===== src/rtl/sprite_collision_unit_if.sv =====
// Pixel-stream and collision-result bundle for sprite_collision_unit.
// hit_x/hit_y exist only when SPRITE_COLLISION_COORD_EN is defined.
interface sprite_collision_unit_if #(
    parameter int unsigned HIT_W = 8
);
    logic             display_on;
    logic             vsync;
    logic [9:0]       hpos;
    logic [9:0]       vpos;
    logic             gfx_a;
    logic             gfx_b;
    logic             playfield;
    logic             coll_a_pf;
    logic             coll_b_pf;
    logic             coll_ab;
    logic             frame_done;
    logic             hit_pulse;
    logic [HIT_W-1:0] hit_count;
    logic             cooldown_active;
`ifdef SPRITE_COLLISION_COORD_EN
    logic [9:0]       hit_x;
    logic [9:0]       hit_y;
`endif

    modport master (
        output display_on, vsync, hpos, vpos, gfx_a, gfx_b, playfield,
`ifdef SPRITE_COLLISION_COORD_EN
        input  hit_x, hit_y,
`endif
        input  coll_a_pf, coll_b_pf, coll_ab, frame_done, hit_pulse, hit_count, cooldown_active
    );

    modport slave (
        input  display_on, vsync, hpos, vpos, gfx_a, gfx_b, playfield,
`ifdef SPRITE_COLLISION_COORD_EN
        output hit_x, hit_y,
`endif
        output coll_a_pf, coll_b_pf, coll_ab, frame_done, hit_pulse, hit_count, cooldown_active
    );
endinterface


===== src/rtl/sprite_collision_unit.sv =====
// Per-frame tank/playfield collision flags with a cooldown-gated saturating A-vs-B hit counter.
// Define SPRITE_COLLISION_COORD_EN to also publish the first A-B overlap position (hit_x/hit_y).
module sprite_collision_unit #(
    parameter int unsigned HIT_W           = 8,
    parameter int unsigned COOLDOWN_FRAMES = 30
) (
    input logic                    clk,
    input logic                    reset,
    sprite_collision_unit_if.slave bus
);
    typedef enum logic [0:0] {StIdle, StCooldown} state_e;

    localparam logic [7:0]       CdnLoad  = 8'(COOLDOWN_FRAMES);
    localparam logic [HIT_W-1:0] CountMax = '1;

    state_e           state_q;
    logic [7:0]       cdn_q;
    logic             vsync_q;
    logic             vsync_low_seen_q;
    logic             acc_a_pf_q, acc_b_pf_q, acc_ab_q;
    logic             coll_a_pf_q, coll_b_pf_q, coll_ab_q;
    logic             frame_done_q, hit_pulse_q;
    logic [HIT_W-1:0] hit_count_q;

    logic hit_a_pf, hit_b_pf, hit_ab, ab_now, fe;

    assign hit_a_pf = bus.display_on & bus.gfx_a & bus.playfield;
    assign hit_b_pf = bus.display_on & bus.gfx_b & bus.playfield;
    assign hit_ab   = bus.display_on & bus.gfx_a & bus.gfx_b;
    assign ab_now   = acc_ab_q | hit_ab;
    // A vsync already high when reset drops must be seen low once before it can close a frame.
    assign fe       = bus.vsync & ~vsync_q & vsync_low_seen_q;

    always_ff @(posedge clk or posedge reset) begin
        if (reset) begin
            state_q          <= StIdle;
            cdn_q            <= 8'd0;
            vsync_q          <= 1'b0;
            vsync_low_seen_q <= 1'b0;
            acc_a_pf_q       <= 1'b0;
            acc_b_pf_q       <= 1'b0;
            acc_ab_q         <= 1'b0;
            coll_a_pf_q      <= 1'b0;
            coll_b_pf_q      <= 1'b0;
            coll_ab_q        <= 1'b0;
            frame_done_q     <= 1'b0;
            hit_pulse_q      <= 1'b0;
            hit_count_q      <= '0;
        end else begin
            vsync_q      <= bus.vsync;
            frame_done_q <= fe;
            hit_pulse_q  <= 1'b0;
            if (!bus.vsync) begin
                vsync_low_seen_q <= 1'b1;
            end
            if (fe) begin
                coll_a_pf_q <= acc_a_pf_q | hit_a_pf;
                coll_b_pf_q <= acc_b_pf_q | hit_b_pf;
                coll_ab_q   <= ab_now;
                acc_a_pf_q  <= 1'b0;
                acc_b_pf_q  <= 1'b0;
                acc_ab_q    <= 1'b0;
                unique case (state_q)
                    StIdle: begin
                        if (ab_now) begin
                            state_q     <= StCooldown;
                            hit_pulse_q <= 1'b1;
                            cdn_q       <= CdnLoad;
                            if (hit_count_q != CountMax) begin
                                hit_count_q <= hit_count_q + HIT_W'(1);
                            end
                        end
                    end
                    StCooldown: begin
                        cdn_q <= cdn_q - 8'd1;
                        if (cdn_q < 8'd2) begin
                            state_q <= StIdle;
                        end
                    end
                endcase
            end else begin
                acc_a_pf_q <= acc_a_pf_q | hit_a_pf;
                acc_b_pf_q <= acc_b_pf_q | hit_b_pf;
                acc_ab_q   <= acc_ab_q | hit_ab;
            end
        end
    end

    assign bus.coll_a_pf       = coll_a_pf_q;
    assign bus.coll_b_pf       = coll_b_pf_q;
    assign bus.coll_ab         = coll_ab_q;
    assign bus.frame_done      = frame_done_q;
    assign bus.hit_pulse       = hit_pulse_q;
    assign bus.hit_count       = hit_count_q;
    assign bus.cooldown_active = (state_q == StCooldown);

`ifdef SPRITE_COLLISION_COORD_EN
    logic [9:0] cap_x_q, cap_y_q, hit_x_q, hit_y_q;

    // cap_* hold the first overlap of the open frame; an overlap on the fe cycle itself
    // is only first when nothing was captured earlier.
    always_ff @(posedge clk or posedge reset) begin
        if (reset) begin
            cap_x_q <= 10'd0;
            cap_y_q <= 10'd0;
            hit_x_q <= 10'd0;
            hit_y_q <= 10'd0;
        end else if (fe) begin
            if (ab_now) begin
                hit_x_q <= acc_ab_q ? cap_x_q : bus.hpos;
                hit_y_q <= acc_ab_q ? cap_y_q : bus.vpos;
            end
        end else if (hit_ab && !acc_ab_q) begin
            cap_x_q <= bus.hpos;
            cap_y_q <= bus.vpos;
        end
    end

    assign bus.hit_x = hit_x_q;
    assign bus.hit_y = hit_y_q;
`else
    logic unused_pos;
    assign unused_pos = ^{bus.hpos, bus.vpos};
`endif
endmodule


===== src/flat_wrapper.sv =====
// flat-port wrapper written by rule: the top's interface ports become plain ports
module sprite_collision_unit_flat 
#(
    parameter int unsigned HIT_W           = 8,
    parameter int unsigned COOLDOWN_FRAMES = 30
)
  (clk, reset, bus_display_on, bus_vsync, bus_hpos, bus_vpos, bus_gfx_a, bus_gfx_b, bus_playfield, bus_coll_a_pf, bus_coll_b_pf, bus_coll_ab, bus_frame_done, bus_hit_pulse, bus_hit_count, bus_cooldown_active);
  sprite_collision_unit_if #(.HIT_W(HIT_W)) bus_i ();
  input logic clk;
  input logic reset;
  input wire logic [$bits(bus_i.display_on)-1:0] bus_display_on;
  input wire logic [$bits(bus_i.vsync)-1:0] bus_vsync;
  input wire logic [$bits(bus_i.hpos)-1:0] bus_hpos;
  input wire logic [$bits(bus_i.vpos)-1:0] bus_vpos;
  input wire logic [$bits(bus_i.gfx_a)-1:0] bus_gfx_a;
  input wire logic [$bits(bus_i.gfx_b)-1:0] bus_gfx_b;
  input wire logic [$bits(bus_i.playfield)-1:0] bus_playfield;
  output wire logic [$bits(bus_i.coll_a_pf)-1:0] bus_coll_a_pf;
  output wire logic [$bits(bus_i.coll_b_pf)-1:0] bus_coll_b_pf;
  output wire logic [$bits(bus_i.coll_ab)-1:0] bus_coll_ab;
  output wire logic [$bits(bus_i.frame_done)-1:0] bus_frame_done;
  output wire logic [$bits(bus_i.hit_pulse)-1:0] bus_hit_pulse;
  output wire logic [$bits(bus_i.hit_count)-1:0] bus_hit_count;
  output wire logic [$bits(bus_i.cooldown_active)-1:0] bus_cooldown_active;
  assign bus_i.display_on = bus_display_on;
  assign bus_i.vsync = bus_vsync;
  assign bus_i.hpos = bus_hpos;
  assign bus_i.vpos = bus_vpos;
  assign bus_i.gfx_a = bus_gfx_a;
  assign bus_i.gfx_b = bus_gfx_b;
  assign bus_i.playfield = bus_playfield;
  assign bus_coll_a_pf = bus_i.coll_a_pf;
  assign bus_coll_b_pf = bus_i.coll_b_pf;
  assign bus_coll_ab = bus_i.coll_ab;
  assign bus_frame_done = bus_i.frame_done;
  assign bus_hit_pulse = bus_i.hit_pulse;
  assign bus_hit_count = bus_i.hit_count;
  assign bus_cooldown_active = bus_i.cooldown_active;
  sprite_collision_unit #(.HIT_W(HIT_W), .COOLDOWN_FRAMES(COOLDOWN_FRAMES)) u_core (.clk(clk), .reset(reset), .bus(bus_i));
endmodule

===== config.mk =====
export PLATFORM = sky130hd
export DESIGN_NAME = sprite_collision_unit_flat
export DESIGN_NICKNAME = d
export VERILOG_FILES = /design/src/rtl/sprite_collision_unit_if.sv /design/src/rtl/sprite_collision_unit.sv /design/src/flat_wrapper.sv
export SDC_FILE = /design/constraint.sdc
export NUM_CORES = 1
export LEC_CHECK = 0
export CAP_MARGIN = 20
export CORE_MARGIN = 1.5
export CORE_UTILIZATION = 48
export DETAILED_ROUTE_END_ITERATION = 10
export PLACE_DENSITY = 0.8
export SLEW_MARGIN = 20
export SYNTH_ARGS = -nofsm -noshare
export SYNTH_HDL_FRONTEND = slang
export SYNTH_SLANG_ARGS = --single-unit

===== constraint.sdc =====
create_clock -name clk -period 5.2 [get_ports clk]
set_clock_uncertainty 0.1 [all_clocks]
set_input_delay 1.04 -clock clk [delete_from_list [all_inputs] [get_ports clk]]
set_output_delay 1.04 -clock clk [all_outputs]
set_load 0.1 [all_outputs]

# Word level (Yosys, flattened, before mapping)
# Cells that the tools add are included.
# op_classes
eq_ne	2
magnitude_cmp	1
n_mux	10
reduce_logical	2
n_bitwise	12
n_addsub	2
# op_table
operator	n
8-bit one-hot mux with 2 select lines	1
8-bit by 1-bit adder with 8-bit output (second input constant)	1
8-bit by 2-bit less-than comparator with 1-bit output (second input constant)	1
8-bit two-way mux	1
8-bit inequality test (second input constant)	1
8-bit by 1-bit subtractor with 8-bit output (second input constant)	1
1-bit AND	7
1-bit two-way mux	7
4-bit AND reduction	1
1-bit bitwise OR	3
2-bit by 1-bit inequality test with 1-bit output (second input constant)	1
1-bit inverter	2
1-bit one-hot mux with 2 select lines	1
2-bit AND reduction	1
# word_totals
output_inout_bits	14
wordCells	42
input_bits	27
register_bits	27

# Longest topological paths before layout
# depth
ltp_word	6
ltp_mapped	6
depth_no_buf	6

# Worst setup path before layout
# OpenSTA, ideal clock, no wires.
# synth_path
path_kind	input to register
from	input port bus_gfx_b
to	register u_core.hit_count_q[1], in the netlist u_core.bus.hit_count[1]
stages	5
path_buffers	1
path_slack_ps	2845
arrival_time_ps	2127
setup_time_ps	128
required_ps	4972
path_cell_list	a31oi_1 -> or3_1 -> buf_6 -> nor2_1 -> mux2_1
# synth_via
elab_chain_cells	3
# synth_rtl
item	line_no	text
from (decl)	flat_wrapper.sv:16	input wire logic [$bits(bus_i.gfx_b)-1:0] bus_gfx_b;
1-bit AND	sprite_collision_unit.sv:29	assign hit_ab = bus.display_on & bus.gfx_a & bus.gfx_b;
1-bit bitwise OR	sprite_collision_unit.sv:30	assign ab_now = acc_ab_q | hit_ab;
4-bit AND reduction (no source line)	n/a	
to (signal assigned)	sprite_collision_unit.sv:70	hit_count_q <= hit_count_q + HIT_W'(1);
to (decl)	sprite_collision_unit.sv:23	logic [HIT_W-1:0] hit_count_q;
# Every way passes these cells.
# A chain may end at the register's enable or synchronous reset.

# Worst setup path after layout
# layout_path
from	register u_core.state_q, in the netlist u_core.bus.cooldown_active
to	output port bus_cooldown_active
# layout_rtl
item	line_no	text
from (decl)	sprite_collision_unit.sv:16	state_e state_q;
from (signal assigned)	sprite_collision_unit.sv:36	state_q <= StIdle;
from (signal assigned)	sprite_collision_unit.sv:66	state_q <= StCooldown;
from (signal assigned)	sprite_collision_unit.sv:77	state_q <= StIdle;
to (decl)	flat_wrapper.sv:24	output wire logic [$bits(bus_i.cooldown_active)-1:0] bus_cooldown_active;
# No word-level cell between the ends.

==> out/results.ini <==
[route]
vias=916
wl_mm=2.38
first_pass_iters=4
drt-initial-drc-count=15
postRouteAntennaNets=0
drc=0
wl_per_cell_um=14.6
viasPerCell=5.62

[sta]
slew_violations=0
maxSlewHeadroom=0.347
fin_tns_setup_ns=0
rsz0062_at_grt=no
setup_ws_ns=1.98
final.min_clock_period_ns=3.22
period_share=0.619
setup_viol_count_final=0
worst-slew-pin-transition_ns=0.977
fmax_mhz=311
timing.final.hold_violations=0

[grt]
grt_pass1_vias=900
grtUsageTotal=0.191
gr-total-overflow=0
grt_max_degree=28
antenna_found_initial=0
grt_pass1_wl_mm=3.99

[pwr]
p_int_mw=0.382
cellPowerDensity_nw_per_um2=510
power_frac_comb=0.443
sw_frac_of_total=0.491
irDropWorstVdd_mv=0.330
p_leak_nw=0.652
seqPwrFrac=0.428
clock_power_share=0.129
p_switching_mw=0.368

[critical_path]
critPathArrivalTime_ns=2.08
rr_endpoint=u_core.bus.hit_count[1]
path_delay_family=buffers and inverters
crit_start=u_core.bus.cooldown_active
crit_cells=1
r2r_setup_slack_ns=3.22
slowest_delay_ns=1.20
crit_chain=clkdlybuf4s50_1
path_buf_inv=1
worst-setup-path-type=flip-flop to output port
end_kind=output port
worst-path-max-fanout=9
slowest_stage=clkdlybuf4s50_1
crit_required_ns=4.06
reg2regPathDepth=3
worstReg2RegStart=u_core.bus.cooldown_active
start_kind=flip-flop
crit_path_end=bus_cooldown_active

[yosys]
synth_commonest_cells=dfrtp_1 (27), nor2_1 (13), xor2_1 (9), nand3_1 (8)
async_flop_share=1.00
synth_nets=142
yosysTopAreaCell=dfrtp_1
yosysWarningCount=0
synth-edff-count=0
synth_cell_types=29
synth_area_per_cell_um2=10.8
yosysSeqAreaShare=0.552
synth.cell_area_um2=1220
netlist_instances=113
post-synth-top-count-cell=dfrtp_1
synth_top_area_frac=0.552
netlist_top_cells_area=dfrtp_1 (55%), xor2_1 (6.4%), nor2_1 (4.0%), nor4_4 (3.5%), nand3_1 (3.3%)
ys_ff_latch=27
ys.flop_type=dfrtp_1

[finish]
insertedDiodeCount=0
finalInstanceArea_um2=1470
layout-drive-gt1-share=0.0677
fin_nets=163
area_growth_pct=20.0
fillCellCount=209
final_util=0.599

[placed_design]
routabilityCongestion=0.827
dpl_cell_area_um2=1440
dp_slack_ns=2.05
hpwl_mm=1.77
port-buffer-count=20

[clocking]
cts-root-buf=clkbuf_4
cts_tree=done
cts-buffers-inserted=3
insertion_delay_ns=0.33
ctsHoldBuffers=0
path_clk_slew_ns=0.16
clock-sinks=27
cts.repair.resized=0
clockBufferDepth=2
ctsHtreeMaxLevel=1
postCtsSetupRepairBufs=0

[floorplanning]
die_area_um2=2860
fp.dieW_um=53.5
die_y_um=53.5
num_rows=18
initial_core_util=0.499
io_pins=41
coreArea_um2=2450

[run_status]
outcome=finished clean

[job]
cap_viol_max_count=0

[worst_hold_path]
min_path_type=flip-flop to flip-flop
worstHoldStart=u_core.acc_b_pf_q
hold_depth=2

metal layers:
| layer | wire length (um) | share of wire | GRT usage | vias to the layer above |
|---|---|---|---|---|
| li1 | - | - | - | 439 |
| met1 | 1030 | 0.43 | 0.244 | 452 |
| met2 | 1230 | 0.52 | 0.325 | 21 |
| met3 | 86 | 0.036 | 0.0367 | 4 |
| met4 | 27 | 0.011 | 0.0598 | 0 |
| met5 | 0 | 0 | 0 | - |
through the flow:
stage                     std cells  power [mW]  hold WS [ns]
after global routing            163       0.795         0.446
final                           163       0.750         0.413
after CTS                       163       0.753         0.417
after global placement          159       0.641         0.363
after floorplan                 113       0.582         0.346
after detailed placement        159       0.658         0.386
how the worst min path moves through the flow:
stage / endpoint / slack (ns)
3_3_place_gp: u_core.bus.coll_ab / 0.36
2_1_floorplan: u_core.acc_a_pf_q / 0.35
4_1_cts: u_core.bus.coll_a_pf / 0.42
6_report: u_core.acc_b_pf_q / 0.41
3_5_place_dp: u_core.acc_b_pf_q / 0.39
5_1_grt: u_core.bus.coll_a_pf / 0.45
area by class of cell:
cell class	count	area (um^2)	area share
Timing Repair Buffer	20	200	0.136
Multi-Input combinational cell	77	507	0.345
Clock buffer	3	22.5	0.0153
Tap cell	30	37.5	0.0255
Sequential cell	27	676	0.460
Clock inverter	1	8.76	0.00596
Inverter	5	18.8	0.0128
cells in the final DEF, fill, tap and decap left out, drive strengths merged:
cell | synthesis | final
clkdlybuf4s50 | 0 | 20
nand3b | 1 | 1
ha | 2 | 2
or3 | 1 | 1
nor4 | 4 | 4
dfrtp | 27 | 27
xor2 | 9 | 9
a41oi | 1 | 1
nand2b | 1 | 1
o21ai | 7 | 7
and4 | 2 | 2
nor3 | 4 | 4
a31oi | 5 | 5
and2 | 1 | 1
nand2 | 7 | 7
a311o | 1 | 1
a21oi | 3 | 3
nor2b | 1 | 1
inv | 5 | 5
nand4 | 3 | 3
nor3b | 2 | 2
clkbuf | 2 | 3
clkinv | 0 | 1
nor2 | 13 | 13
nand3 | 8 | 8
mux2 | 1 | 1
logic make-up (layout without fill, tap and decap cells):
kind of cell    Yosys count  count (layout)  synth area share
fa+ha+maj                 2               2            0.0204
simple gates             48              48             0.238
compound gates           17              17            0.0817
flops                    27              27             0.552
buf+inv                   9              29            0.0347
mux                       1               1           0.00919
xor+xnor                  9               9            0.0644
power by group through the flow:
stage / Clock [mW] / Sequential, mW / Combinational, mW
global placement: 0 / 0.319 / 0.322
finish: 0.0968 / 0.321 / 0.332
CTS: 0.0991 / 0.320 / 0.334
global route: 0.109 / 0.330 / 0.356
detailed placement: 0 / 0.324 / 0.334
floorplan: 0 / 0.464 / 0.117
Power figures use the tool's default switching activity.
